### src/rtl/request_responder_pkg.sv
// request_responder_pkg: shared state encoding and limits for the
// request/accept/cancel responder.
package request_responder_pkg;

   // Smallest legal request-to-accept latency; the initiator side relies
   // on accept staying low for at least this many cycles after request.
   localparam int MIN_ACCEPT_DELAY = 4;

   typedef enum logic [1:0] {
      IDLE   = 2'd0,
      WAIT   = 2'd1,
      ACCEPT = 2'd2,
      BUSY   = 2'd3
   } state_e;

endpackage

### src/rtl/request_responder.sv
// request_responder: target end of the request/accept/cancel handshake.
// A request pulse is answered with a one-cycle accept ACCEPT_DELAY cycles
// later (unless cancelled), followed by a BUSY_CYCLES-long busy window
// with done flagging its last cycle. Requests that cannot be taken are
// reported on dropped and never queued.
// Optional embedded assertions: define REQUEST_RESPONDER_SVA_EN.
module request_responder
   import request_responder_pkg::*;
#(
   parameter int ACCEPT_DELAY = 4,
   parameter int BUSY_CYCLES  = 8,
   parameter int CNT_W        = 8
) (
   input  logic clk,
   input  logic rst_n,
   input  logic request,
   input  logic cancel,
   output logic accept,
   output logic busy,
   output logic done,
   output logic dropped
);

   localparam int CNT_MAX = (1 << CNT_W) - 1;

   // Counter reload values; WAIT counts ACCEPT_DELAY-2 .. 0 so that the
   // accept register is set at the end of cycle ACCEPT_DELAY-1.
   localparam logic [CNT_W-1:0] WAIT_LOAD = CNT_W'(ACCEPT_DELAY - 2);
   localparam logic [CNT_W-1:0] BUSY_LOAD = CNT_W'(BUSY_CYCLES - 1);
   localparam logic [CNT_W-1:0] CNT_ONE   = CNT_W'(1);

   // Reject illegal parameterisations at elaboration
   generate
      if (ACCEPT_DELAY < MIN_ACCEPT_DELAY) begin : g_err_delay_min
         $error("request_responder: ACCEPT_DELAY below MIN_ACCEPT_DELAY");
      end
      if (BUSY_CYCLES == 0) begin : g_err_busy_zero
         $error("request_responder: BUSY_CYCLES must be nonzero");
      end
      if (ACCEPT_DELAY > CNT_MAX || BUSY_CYCLES > CNT_MAX) begin : g_err_cnt_w
         $error("request_responder: CNT_W too narrow for the latencies");
      end
   endgenerate

   state_e           r_state;
   logic [CNT_W-1:0] r_cnt;
   logic             r_accept;
   logic             r_busy;
   logic             r_done;
   logic             r_dropped;

   // FSM with shared down-counter; all outputs registered
   always_ff @(posedge clk) begin
      if (!rst_n) begin
         r_state   <= IDLE;
         r_cnt     <= '0;
         r_accept  <= 1'b0;
         r_busy    <= 1'b0;
         r_done    <= 1'b0;
         r_dropped <= 1'b0;
      end else begin
         r_accept  <= 1'b0;
         r_busy    <= 1'b0;
         r_done    <= 1'b0;
         // Any request outside IDLE is discarded and reported
         r_dropped <= request && (r_state != IDLE);
         case (r_state)
            IDLE: begin
               if (request) begin
                  if (cancel) begin
                     r_dropped <= 1'b1;
                  end else begin
                     r_state <= WAIT;
                     r_cnt   <= WAIT_LOAD;
                  end
               end
            end
            WAIT: begin
               if (cancel) begin
                  r_state <= IDLE;
               end else if (r_cnt == '0) begin
                  r_state  <= ACCEPT;
                  r_accept <= 1'b1;
               end else begin
                  r_cnt <= r_cnt - CNT_ONE;
               end
            end
            ACCEPT: begin
               // A cancel coinciding with accept still aborts the service
               if (cancel) begin
                  r_state <= IDLE;
               end else begin
                  r_state <= BUSY;
                  r_cnt   <= BUSY_LOAD;
                  r_busy  <= 1'b1;
                  r_done  <= (BUSY_CYCLES == 1);
               end
            end
            BUSY: begin
               // cancel has no effect once service has started
               if (r_cnt == '0) begin
                  r_state <= IDLE;
               end else begin
                  r_cnt  <= r_cnt - CNT_ONE;
                  r_busy <= 1'b1;
                  r_done <= (r_cnt == CNT_ONE);
               end
            end
            default: r_state <= IDLE;
         endcase
      end
   end

   assign accept  = r_accept;
   assign busy    = r_busy;
   assign done    = r_done;
   assign dropped = r_dropped;

`ifdef REQUEST_RESPONDER_SVA_EN
   
   

   
   
   
   
   
`endif

endmodule

### config.mk
export PLATFORM = sky130hd
export DESIGN_NAME = request_responder
export DESIGN_NICKNAME = d
export VERILOG_FILES = /design/src/rtl/request_responder_pkg.sv /design/src/rtl/request_responder.sv
export SDC_FILE = /design/constraint.sdc
export NUM_CORES = 1
export LEC_CHECK = 0
export ABC_CLOCK_PERIOD_IN_PS = 2700
export CAP_MARGIN = 20
export CORE_ASPECT_RATIO = 1.2
export CORE_MARGIN = 2
export CORE_UTILIZATION = 45
export CTS_CLUSTER_DIAMETER = 100
export DETAILED_ROUTE_END_ITERATION = 6
export PLACE_DENSITY = 0.66
export SLEW_MARGIN = 20
export SYNTH_ARGS = -nofsm -noshare
export SYNTH_HDL_FRONTEND = slang
export SYNTH_SLANG_ARGS = --single-unit
export TNS_END_PERCENT = 20
### constraint.sdc
create_clock -name clk -period 2.7 [get_ports clk]
set_input_delay 0.27 -clock clk [delete_from_list [all_inputs] [get_ports clk]]
set_output_delay 0.27 -clock clk [all_outputs]
set_load 0.01 [all_outputs]
==> flow_summary.json, run 1 <==
{
  "port_buffers": 7,
  "post_synth_instance_area_um2": 724,
  "hold_viol_final": 0,
  "slew_headroom_pct": 72.3,
  "ff2ff_path_depth": 5,
  "max_freq_mhz": 471,
  "min_to": "r_cnt[5]",
  "worstPathRequired_ns": 2.88,
  "cts_resized": 0,
  "grt_pass1_vias": 630,
  "post_drt_via_cell_ratio": 6.20,
  "place_area_um2": 806,
  "grtUsageTotal_pct": 20.9,
  "crit_path_max_incr_delay_ns": 0.66,
  "cp_num_buf_inv": 1,
  "power_frac_clock_pct": 34.5,
  "r2r-start": "r_cnt[2]",
  "hpwl_um": 1150,
  "yosysSeqAreaShare_pct": 38.7,
  "row_count": 15,
  "internal-power_uw": 325,
  "start_util_pct": 49.5,
  "syn_to_final_growth_pct": 16.2,
  "grt_max_degree": 13,
  "synth-edff-count": 0,
  "cts_root_buf": "clkbuf_4",
  "power_frac_seq_pct": 49.0,
  "ys_ff_latch": 14,
  "num-nets-final": 102,
  "cp_slowest_cell": "or4_1",
  "wl_um": 1650,
  "power.density_mw_per_mm2": 533,
  "mostFrequentLayoutCells": "14 x dfxtp_1, 8 x nor2_1, 7 x nand2_1, 7 x clkdlybuf4s50_1",
  "holdPathStages": 2,
  "dr.first_iter.drc_count": 45,
  "clock_skew_ns": 0.00379,
  "power.switching_uw": 123,
  "yosys_warnings": 0,
  "clock-sinks": 14,
  "status": "complete, no violations",
  "routedWlPerCell_um": 14.8,
  "critPathKind": "reg -> reg",
  "grt_overflow": 0,
  "p_comb_share_pct": 16.5,
  "worst_pin_slew_ns": 0.411,
  "cts_inserted_buffers": 3,
  "drv_slew": 0,
  "place.gp.congestion": 0.895,
  "routed-via-count": 688,
  "crit_start": "r_cnt[2]",
  "peakVddDrop_uv": 392,
  "rsz0062_at_grt": "no",
  "hold_class": "reg -> reg",
  "r2r_end": "r_cnt[1]",
  "endpoint_kind": "flip-flop",
  "post-route-period-util_pct": 78.6,
  "layout.cells.most_common": "dfxtp_1",
  "grt_pass1_wl_um": 2690,
  "hold_start": "r_cnt[5]",
  "tns_ns": 0,
  "ys_types": 31,
  "cts_max_level": 1,
  "diodes": 0,
  "synth_ff_type": "dfxtp_1",
  "cts_max_path_buffers": 2,
  "drive_gt1_share_pct": 7.45,
  "cts_tree": "done",
  "setup_viol": 0,
  "path_delay_family": "compound AO/OA/AOI/OAI gates",
  "path_cells": "or4_1 -> o41ai_2 -> buf_4 -> nor2_1 -> o221a_1",
  "reg2reg_slack_ns": 0.58,
  "worst-endpoint-arrival_ns": 2.30,
  "synth_top_area_share_pct": 38.7,
  "post_cts_buffers": 0,
  "fp.dieArea_mm2": 0.00195,
  "die_x_um": 40.6,
  "ant_nets": 0,
  "clk_pin_slew_worst_paths_ns": 0.09,
  "synth_top_cell_by_area": "dfxtp_1",
  "p_leak_uw": 0.000319,
  "post-route-min-period_ns": 2.12,
  "switching_share_pct": 27.5,
  "synth_cells": 86,
  "antenna_found_initial": 0,
  "core_area_mm2": 0.00146,
  "clk_latency_ns": 0.29,
  "fin_area_um2": 842,
  "drv_cap": 0,
  "ys_top_cells_by_area": "dfxtp_1 39%, ha_1 5.2%, or4_1 5.2%, nor2_1 4.1%, o31ai_1 4.1%",
  "hold_buffers": 0,
  "synth.avg_cell_area_um2": 8.42,
  "worstPathMaxFanout": 10,
  "die_h_um": 48.0,
  "cp-start-kind": "flip-flop",
  "synthArstFlopShare_pct": 0,
  "route.detailed.drc": 0,
  "io_pins": 8,
  "first_pass_iters": 5,
  "syn_nets": 93
}
==> through the flow <==
stage	utilization, %	hold WS [ns]	power [µW]	worst slack (ns)	cells
final	57.5	0.478	448	0.577	111
after global routing	57.5	0.515	467	0.469	111
after CTS	57.5	0.487	447	0.597	111
after detailed placement	55.0	0.471	297	0.614	107
after global placement	55.0	0.461	296	0.653	107
after floorplan	-	0.386	277	0.737	86
==> synthesized netlist by cell type, types with 3 or more instances <==
library cell	count
dfxtp_1	14
nor2_1	8
nand2_1	7
inv_1	5
or4_1	5
a21oi_1	4
o31ai_1	4
a21boi_1	3
ha_1	3
nand2b_1	3
nor3_1	3
==> tightest hold or removal path, cell delays in order (launching register included) <==
cell and delay [ns]:
dfxtp_1 0.33, nand2_1 0.06, mux2i_1 0.05
==> how the worst max path moves through the flow <==
stage,end,cells past startpoint,slack (ns)
after CTS,r_cnt[1],5,0.60
after global placement,r_cnt[1],5,0.65
final,r_cnt[1],5,0.58
after floorplan,r_cnt[7],5,0.74
after global routing,r_cnt[7],4,0.47
after detailed placement,r_cnt[1],5,0.61
==> metal layers <==
layer	part of all wire, %	up-vias	track usage (%)
met5	0	-	0
met4	2.8	0	9.33
met3	7.2	8	5.58
met2	47	30	33.3
met1	43	313	26.1
li1	-	337	-
==> final cells by class <==
class	instances	area, µm²
multi-input cells	63	408
well taps	17	21.3
fillers	147	622
inverters	5	18.8
flip-flops and latches	14	280
repair buffers	8	77.6
clock buffers	4	36.3
==> flip-flops by register name, summed over array words and instances, names as in the netlist <==
register,flops
busy,1
r_state,2
accept,1
done,1
dropped,1
r_cnt,8
==> power groups by stage <==
stage | logic, µW | clock network, µW | registers [µW]
global route | 82.4 | 163 | 221
finish | 73.8 | 155 | 220
floorplan | 54.4 | 0 | 222
CTS | 73.0 | 154 | 220
global placement | 71.7 | 0 | 225
detailed placement | 72.3 | 0 | 225
==> cells by family (layout without fill, tap and decap cells) <==
group	count (synthesis)	after routing	share of synthesized area, %
multiplexers	1	1	1.38
AND/OR/NAND/NOR	36	36	26.4
buffers and inverters	9	17	5.01
flip-flops	14	14	38.7
adder cells (fa/ha/maj)	3	3	5.18
AO/OA/AOI/OAI	23	23	23.3
Power figures use the tool's default switching activity.
==> run 2, diff against run 1 <==
ABC_CLOCK_PERIOD_IN_PS = 2100   (was 2700)
clock period = 2.1 ns   (was 2.7 ns; I/O delays follow)
==> run 2 against run 1 <==
Against the previous run: sequential share of layout area down 0.87 points; die area is the same; utilization up 1.5 points; non-clock buffer count increased by 3; clock power up 27%; clock-buffer cell count unchanged; register-to-register slack worse by 0.44 ns; via count did not move; wire length shrank 1.9%; hold slack improved by 0.0069 ns; critical endpoint is now r_cnt[7].
==> flow_summary.json, run 2 (synthesized netlist as in run 1, its figures left out) <==
{
  "hold_buffers": 0,
  "slew_headroom_pct": 71.9,
  "drv_slew": 0,
  "clock-sinks": 14,
  "reg.largest.list": "r_cnt (8), r_state (2)",
  "die_h_um": 48.0,
  "place.gp.congestion": 0.857,
  "fp.dieArea_mm2": 0.00195,
  "post-route-period-util_pct": 93.4,
  "route.detailed.drc": 0,
  "cts_root_buf": "clkbuf_4",
  "pre_cts_ws_ns": 0.148,
  "hpwl_um": 1170,
  "clk_pin_slew_worst_paths_ns": 0.09,
  "clock_skew_ns": 0.00179,
  "power.density_mw_per_mm2": 673,
  "antenna_found_initial": 0,
  "grt_max_degree": 11,
  "routedWlPerCell_um": 14.2,
  "worst-endpoint-arrival_ns": 2.19,
  "worstPathMaxFanout": 5,
  "cts_inserted_buffers": 3,
  "grt_pass1_wl_um": 2750,
  "hold_class": "reg -> reg",
  "io_pins": 8,
  "cts_tree": "done",
  "hold_viol_final": 0,
  "top_register": "r_cnt",
  "routed-via-count": 688,
  "p_leak_uw": 0.000334,
  "drv_cap": 0,
  "port_buffers": 7,
  "syn_to_final_growth_pct": 19.3,
  "rsz0062_at_grt": "no",
  "tns_ns": 0,
  "cts_resized": 0,
  "die_x_um": 40.6,
  "first_pass_iters": 5,
  "regArea_um2": 280,
  "grt_pass1_vias": 642,
  "largest_reg_flops": 8,
  "post_drt_via_cell_ratio": 6.04,
  "grtUsageTotal_pct": 21.2,
  "num-nets-final": 105,
  "diodes": 0,
  "cts_max_path_buffers": 2,
  "total_power_uw": 582,
  "endpoint_kind": "flip-flop",
  "fillers": 135,
  "status": "complete, no violations",
  "post_cts_buffers": 0,
  "layout.cells.most_common": "dfxtp_1",
  "worst_pin_slew_ns": 0.421,
  "start_util_pct": 49.5,
  "drive_gt1_share_pct": 10.3,
  "setup_ws_ns": 0.138,
  "dr.first_iter.drc_count": 21,
  "core_area_mm2": 0.00146,
  "wl_um": 1620,
  "ant_nets": 0,
  "row_count": 15,
  "grt_overflow": 0,
  "post-route-min-period_ns": 1.96,
  "cp-start-kind": "flip-flop",
  "cts_max_level": 1,
  "critPathKind": "reg -> reg",
  "utilization_pct": 59.1,
  "setup_viol": 0,
  "worstPathRequired_ns": 2.33,
  "max_freq_mhz": 510,
  "peakVddDrop_uv": 467,
  "mostFrequentLayoutCells": "14 x dfxtp_1, 8 x nor2_1, 7 x nand2_1, 7 x clkdlybuf4s50_1",
  "multiInputGateArea_um2": 408,
  "clk_latency_ns": 0.28
}
-- run 2: cell count changes in the layout (fill, tap and decap cells not counted) --
cell	previous run	this run
buf_4	1	4
-- run 2: power breakdown --
| part | total [µW] | internal [µW] | switching (µW) |
|---|---|---|---|
| clock network | 197 | 106 | 91.8 |
| logic | 102 | 45.1 | 56.8 |
| registers | 283 | 274 | 8.62 |
-- run 2: cell type report --
type / count / share of cell area [%]
Timing Repair Buffer: 11 / 11.6
Multi-Input combinational cell: 63 / 47.2
Sequential cell: 14 / 32.4
Clock buffer: 4 / 4.20
Inverter: 5 / 2.17
Tap cell: 17 / 2.46
-- run 2: layer usage --
layer / share of wire (%) / wire length [µm] / track usage, %
met5: 0 / 0 / 0
met4: 1.2 / 19 / 10.0
met3: 4.7 / 76 / 6.05
met2: 49 / 792 / 32.7
met1: 45 / 726 / 26.8
-- run 2: critical path, stage by stage (launching register included) --
cell and delay, ns:
dfxtp_1 0.34, or4_1 0.59, or4_1 0.43, or4_1 0.40, a21boi_1 0.14
-- run 2: metrics by stage --
step	hold slack (ns)	area, µm²	cells
4_1_cts	0.492	865	114
6_report	0.485	865	114
3_5_place_dp	0.478	828	110
2_1_floorplan	0.326	724	86
3_3_place_gp	0.466	828	110
5_1_grt	0.520	865	114
-- run 2: worst paths after layout --
path / end / slack (ns) / startpoint / cells after the start
setup / recovery: r_cnt[7] / 0.14 / r_cnt[2] / 4
hold / removal: r_cnt[5] / 0.48 / r_cnt[5] / 2
setup reg to reg: r_cnt[7] / 0.14 / r_cnt[2] / 4
hold reg to reg: r_cnt[5] / 0.48 / r_cnt[5] / 2
==> run 3, diff against run 2 <==
CAP_MARGIN = not set   (was 20)
==> results of run 3 <==
The final DEF is identical to that of run 2; final timing and power are the same.
